--- src/rtl/lane_arbiter.sv ---
// Four-lane byte arbiter: each lane buffers up to four words in a small FIFO,
// and a round-robin scheduler issues one word per cycle to a registered output.
module lane_arbiter #(
    parameter int DATA_W = 8
) (
    input  logic              clk_1,
    input  logic              reset,
    input  logic [DATA_W-1:0] dataIn0,
    input  logic [DATA_W-1:0] dataIn1,
    input  logic [DATA_W-1:0] dataIn2,
    input  logic [DATA_W-1:0] dataIn3,
    input  logic              validIn0,
    input  logic              validIn1,
    input  logic              validIn2,
    input  logic              validIn3,
    input  logic              pause,
    output logic [DATA_W-1:0] dataOut,
    output logic              validOut,
    output logic [1:0]        grant,
    output logic              full0,
    output logic              full1,
    output logic              full2,
    output logic              full3,
    output logic              err0,
    output logic              err1,
    output logic              err2,
    output logic              err3
);

    localparam int         LANES = 4;
    localparam logic [2:0] DEPTH = 3'd4;

    logic [DATA_W-1:0] din [LANES];
    logic [LANES-1:0]  vin;

    logic [DATA_W-1:0] mem_q [LANES][LANES];
    logic [2:0]        cnt_q  [LANES];
    logic [2:0]        cnt_d  [LANES];
    logic [1:0]        wptr_q [LANES];
    logic [1:0]        wptr_d [LANES];
    logic [1:0]        rptr_q [LANES];
    logic [1:0]        rptr_d [LANES];
    logic [LANES-1:0]  err_q;
    logic [LANES-1:0]  err_d;
    logic [LANES-1:0]  push;
    logic [LANES-1:0]  pop;

    logic [1:0]        last_q;
    logic [1:0]        last_d;
    logic [1:0]        grant_q;
    logic [1:0]        grant_d;
    logic [DATA_W-1:0] dout_q;
    logic [DATA_W-1:0] dout_d;
    logic              vout_q;
    logic              vout_d;

    logic              sel_vld;
    logic [1:0]        sel_lane;
    logic [1:0]        cand;

    assign din[0] = dataIn0;
    assign din[1] = dataIn1;
    assign din[2] = dataIn2;
    assign din[3] = dataIn3;
    assign vin    = {validIn3, validIn2, validIn1, validIn0};

    // Round-robin search starting just after the last granted lane, on pre-edge counts.
    always_comb begin
        sel_vld  = 1'b0;
        sel_lane = last_q;
        cand     = last_q;
        for (int k = 1; k <= LANES; k++) begin
            cand = last_q + 2'(k);
            if (!sel_vld && (cnt_q[cand] != 3'd0)) begin
                sel_vld  = 1'b1;
                sel_lane = cand;
            end
        end
        if (pause) begin
            sel_vld = 1'b0;
        end
    end

    // A full lane still accepts a push when it is popped on the same edge.
    always_comb begin
        push  = '0;
        pop   = '0;
        err_d = err_q;
        for (int l = 0; l < LANES; l++) begin
            pop[l]    = sel_vld && (sel_lane == 2'(l));
            push[l]   = vin[l] && ((cnt_q[l] != DEPTH) || pop[l]);
            err_d[l]  = err_q[l] | (vin[l] & ~push[l]);
            wptr_d[l] = push[l] ? wptr_q[l] + 2'd1 : wptr_q[l];
            rptr_d[l] = pop[l]  ? rptr_q[l] + 2'd1 : rptr_q[l];
            cnt_d[l]  = cnt_q[l];
            if (push[l] && !pop[l]) begin
                cnt_d[l] = cnt_q[l] + 3'd1;
            end else if (pop[l] && !push[l]) begin
                cnt_d[l] = cnt_q[l] - 3'd1;
            end
        end
    end

    always_comb begin
        dout_d  = dout_q;
        grant_d = grant_q;
        last_d  = last_q;
        vout_d  = 1'b0;
        if (sel_vld) begin
            dout_d  = mem_q[sel_lane][rptr_q[sel_lane]];
            grant_d = sel_lane;
            last_d  = sel_lane;
            vout_d  = 1'b1;
        end
    end

    always_ff @(posedge clk_1) begin
        if (reset) begin
            for (int l = 0; l < LANES; l++) begin
                cnt_q[l]  <= 3'd0;
                wptr_q[l] <= 2'd0;
                rptr_q[l] <= 2'd0;
            end
            err_q   <= '0;
            last_q  <= 2'd3;
            grant_q <= 2'd0;
            dout_q  <= '0;
            vout_q  <= 1'b0;
        end else begin
            for (int l = 0; l < LANES; l++) begin
                cnt_q[l]  <= cnt_d[l];
                wptr_q[l] <= wptr_d[l];
                rptr_q[l] <= rptr_d[l];
            end
            err_q   <= err_d;
            last_q  <= last_d;
            grant_q <= grant_d;
            dout_q  <= dout_d;
            vout_q  <= vout_d;
        end
    end

    // Storage carries no reset; the counts alone decide what is valid.
    always_ff @(posedge clk_1) begin
        for (int l = 0; l < LANES; l++) begin
            if (!reset && push[l]) begin
                mem_q[l][wptr_q[l]] <= din[l];
            end
        end
    end

    assign dataOut  = dout_q;
    assign validOut = vout_q;
    assign grant    = grant_q;
    assign full0    = (cnt_q[0] == DEPTH);
    assign full1    = (cnt_q[1] == DEPTH);
    assign full2    = (cnt_q[2] == DEPTH);
    assign full3    = (cnt_q[3] == DEPTH);
    assign err0     = err_q[0];
    assign err1     = err_q[1];
    assign err2     = err_q[2];
    assign err3     = err_q[3];

endmodule
--- config.mk ---
export PLATFORM = sky130hd
export DESIGN_NAME = lane_arbiter
export DESIGN_NICKNAME = d
export VERILOG_FILES = /design/src/rtl/lane_arbiter.sv
export SDC_FILE = /design/constraint.sdc
export NUM_CORES = 1
export LEC_CHECK = 0
export CAP_MARGIN = 20
export CORE_ASPECT_RATIO = 0.8
export CORE_MARGIN = 2
export CORE_UTILIZATION = 32
export DETAILED_ROUTE_END_ITERATION = 6
export DONT_BUFFER_PORTS = 1
export GPL_TIMING_DRIVEN = 0
export PLACE_DENSITY_LB_ADDON = 0.2
export SKIP_LAST_GASP = 1
export SYNTH_ARGS = -nofsm -noshare
export SYNTH_HDL_FRONTEND = slang
export SYNTH_SLANG_ARGS = --single-unit
--- constraint.sdc ---
create_clock -name clk_1 -period 4.8 [get_ports clk_1]
set_clock_uncertainty 0.2 [all_clocks]
set_input_delay 0.72 -clock clk_1 [delete_from_list [all_inputs] [get_ports clk_1]]
set_output_delay 0.72 -clock clk_1 [all_outputs]
set_load 0.02 [all_outputs]
==> results of run 1 <==
-- critical path, cell delays in order (launching register included) --
cell and delay (ns):
dfxtp_1 0.38, nor3_4 0.33, o32ai_1 0.19, or3_1 0.32, buf_2 0.19, nor4_1 0.68, o21ai_1 0.46, inv_1 0.14
ha_1 0.19, inv_1 0.07, fa_1 0.44, xor2_1 0.19, or3_1 0.31, a21oi_1 0.14
-- power groups by stage --
stage	Combinational [W]	Clock, W	Sequential, W
2_1_floorplan	0.00184	0	0.00199
3_3_place_gp	0.00248	0	0.00203
3_5_place_dp	0.00253	0	0.00203
4_1_cts	0.00255	0.00131	0.00200
5_1_grt	0.00281	0.00138	0.00202
6_report	0.00255	0.00128	0.00200
-- flip-flops by register name, summed over array words and instances (netlist names), named ones only --
register,flops
last_q,2
cnt_q,12
dataOut,8
err_q,4
grant,2
mem_q,128
rptr_q,8
wptr_q,8
validOut,1
-- worst paths after layout --
path,start,to,slack [ns],depth (start not counted)
setup / recovery,cnt_q[1][0],cnt_q[2][2],0.49,13
hold / removal,dataIn1[2],mem_q[1][18],0.19,0
setup reg to reg,cnt_q[1][0],cnt_q[2][2],0.49,13
hold reg to reg,rptr_q[2][1],rptr_q[2][1],0.32,2
-- cell type report --
| class | count | area [µm²] |
|---|---|---|
| clock buffer | 22 | 474.2 |
| sequential | 175 | 4785 |
| multi-input combinational | 342 | 2501 |
| fill | 2148 | 14230 |
| timing repair buffer | 4 | 20.02 |
| inverter | 24 | 90.09 |
| buffer | 27 | 115.1 |
| tap | 306 | 382.9 |
| clock inverter | 10 | 81.33 |
-- layer usage --
metal,part of all wire,wire length (µm)
met2,0.44,7848
met4,0.013,225
met3,0.083,1481
met5,0,0
met1,0.46,8206
-- synth_stat cells (all sizes together) (2+ instances only) --
| cell | instances |
|---|---|
| dfxtp | 47 |
| a32oi | 7 |
| mux2i | 40 |
| o2bb2ai | 2 |
| o2111ai | 2 |
| a21oi | 8 |
| nor3b | 10 |
| mux4 | 5 |
| nand3 | 22 |
| inv | 24 |
| or4 | 2 |
| xor2 | 13 |
| a31oi | 10 |
| fa | 4 |
| xnor2 | 7 |
| a211o | 7 |
| clkbuf | 19 |
| o21ai | 9 |
| buf | 8 |
| a211oi | 5 |
| nor2b | 2 |
| nand2 | 73 |
| o211ai | 7 |
| nor4 | 5 |
| edfxtp | 128 |
| o22ai | 7 |
| nor2 | 37 |
| or3 | 5 |
| nor4b | 2 |
| nor3 | 6 |
| ha | 20 |
| mux2 | 8 |
| and2 | 8 |
-- cell families after synthesis --
logic type,Yosys count,share of synthesized area
compound gates,69,0.07023
xor+xnor,20,0.02347
fa+ha+maj,24,0.04425
buf+inv,51,0.02749
flops,175,0.6410
mux,53,0.08079
simple gates,176,0.1128
-- repair_timing --
| item | 4_1_cts | 5_1_grt |
|---|---|---|
| setup endpoints to repair | 0 | 1 |
| gates resized for setup | 0 | 1 |
| hold endpoints to repair | 0 | 0 |
-- placed cells by master (no fill, tap or decap), types with 6 or more instances in the layout --
master,netlist,layout
a211o_1,7,7
a21oi_1,8,8
a31oi_1,10,10
a32oi_1,7,7
and2_1,8,8
buf_2,4,8
clkbuf_1,18,20
clkbuf_16,0,17
dfxtp_1,47,47
edfxtp_1,128,128
ha_1,20,20
inv_1,24,24
mux2_2,8,8
mux2i_1,40,40
nand2_1,73,73
nand3_1,22,22
nor2_1,37,37
nor3b_1,10,6
o211ai_2,7,7
o21ai_0,7,7
o22ai_1,7,7
xnor2_1,7,7
xor2_1,13,13
-- stage by stage --
| step | setup WS [ns] | utilization | power (W) |
|---|---|---|---|
| after floorplan | 1.199 | - | 0.003825 |
| after global placement | 0.2632 | 0.3459 | 0.004506 |
| after detailed placement | 0.3850 | 0.3477 | 0.004562 |
| after CTS | 0.3706 | 0.3722 | 0.005856 |
| after global routing | 0.1404 | 0.3725 | 0.006205 |
| final | 0.4895 | 0.3725 | 0.005828 |
==> flow_summary.yaml, run 1 <==
sta:
  finalSetupTns_ns: 0
  setup_violations: 0
  hold_slack_ns: 0.1859
  fin_crit_sh: 0.8980
  period_needed_ns: 4.311
  maxSlewViolCount: 0
  tightest_slew_ns: 0.9329
  hold_violations: 0
  rsz0062_at_grt: "no"
  fmax_mhz: 232.0
  slew_headroom: 0.3768
final_layout:
  areaGrowthSynthToFinish_pct: 13.19
  layout.cells.non_filler: 910
  final_cell_area_um2: 8449
  diodes: 0
  fin_nets: 654
  drive_gt1_frac: 0.1175
floorplanning:
  die_h_um: 140.6
  ios: 58
  core_um2: 22680
  start_util: 0.3291
  dieArea_um2: 24570
  die_x_um: 174.8
  core.rowCount: 49
drt:
  initialDrtViolationCount: 389
  drt-pass1-iter-count: 5
  avgRoutedWirePerCell_um: 19.52
  wl_um: 17760
  avgViaCountPerCell: 4.952
  remaining_drc_errors: 0
  vias: 4506
  antenna_left: 0
setup_path:
  crit_path_end_kind: "flop"
  worstPathMaxFanout: 7
  cp.required_ns: 4.95
  critical_path_class: "reg2reg"
  setup.worst_path.start_class: "flop"
  worstPathArrival_ns: 4.46
power:
  p_switching_w: 0.002388
  pwr-share-comb: 0.437
  p_int_w: 0.003440
  p_sw_frac: 0.4097
  peakVddDrop_mv: 0.4086
  p_per_area_nw_per_um2: 689.8
  p_leak_nw: 2.949
  clkPwrFrac: 0.220
  power_frac_seq: 0.343
worst_hold_path:
  hold_class: "in2reg"
clocking:
  cts.sinks: 175
  ctsHoldBuffers: 0
  cts.reportedPaths.clkPinSlew_ns: 0.07
  cts_tree: "yes"
  insertion_delay_ns: 0.42
  clock_path_buffers: 2
  clockRootBuffer: "clkbuf_16"
  cts_made_buffers: 17
  cts.htree.levels: 4
  postCtsSetupBuffers: 0
yosys:
  synth.top_cell.area_share: 0.5149
  synthFlopType: "edfxtp_1"
  synth.avg_cell_area_um2: 13.14
  ys.warnings.count: 0
  netlist_area_um2: 7465
  syn_nets: 631
  yosysSeqAreaShare: 0.6410
  yosys.area.top_type: "edfxtp_1"
  yosysUniqueCellTypes: 48
  synthTopCellsByArea: "edfxtp_1, dfxtp_1, mux2i_1"
  synthArstFlopShare: 0
  syn_inst: 568
  synth_edf_count: 128
  ys_ff_latch: 175
place:
  routabilityCongestion: 0.8486
  placed_area_um2: 7888
  place_hpwl_um: 13280
  post-place-cells: 878
  portBuffers: 0
global_route:
  grt_max_degree: 17
  grt_pass1_wl_um: 26620
  grt_pass1_vias: 4461
  antenna_found_initial: 0
  grt_use_total: 0.1487
  grt_util_met2: 0.2213
  met3_usage: 0.05663
  grt-ovfl-total: 0
  busiest_layer: "met2"
  grt.met1_usage: 0.2053
flow_run:
  max_cap_violations: 0
run_status:
  status: "complete, no violations"
No activity file was read; power rests on OpenSTA's default activity.
==> run 2, diff against run 1 <==
--- a/config.mk
+++ b/config.mk
@@ -5,7 +5,7 @@
 export SDC_FILE = /design/constraint.sdc
 export NUM_CORES = 1
 export LEC_CHECK = 0
-export CAP_MARGIN = 20
+export CAP_MARGIN = 10
 export CORE_ASPECT_RATIO = 0.8
 export CORE_MARGIN = 2
 export CORE_UTILIZATION = 32
==> results of run 2 <==
No change in the layout: final DEF, timing and power equal those of run 1.
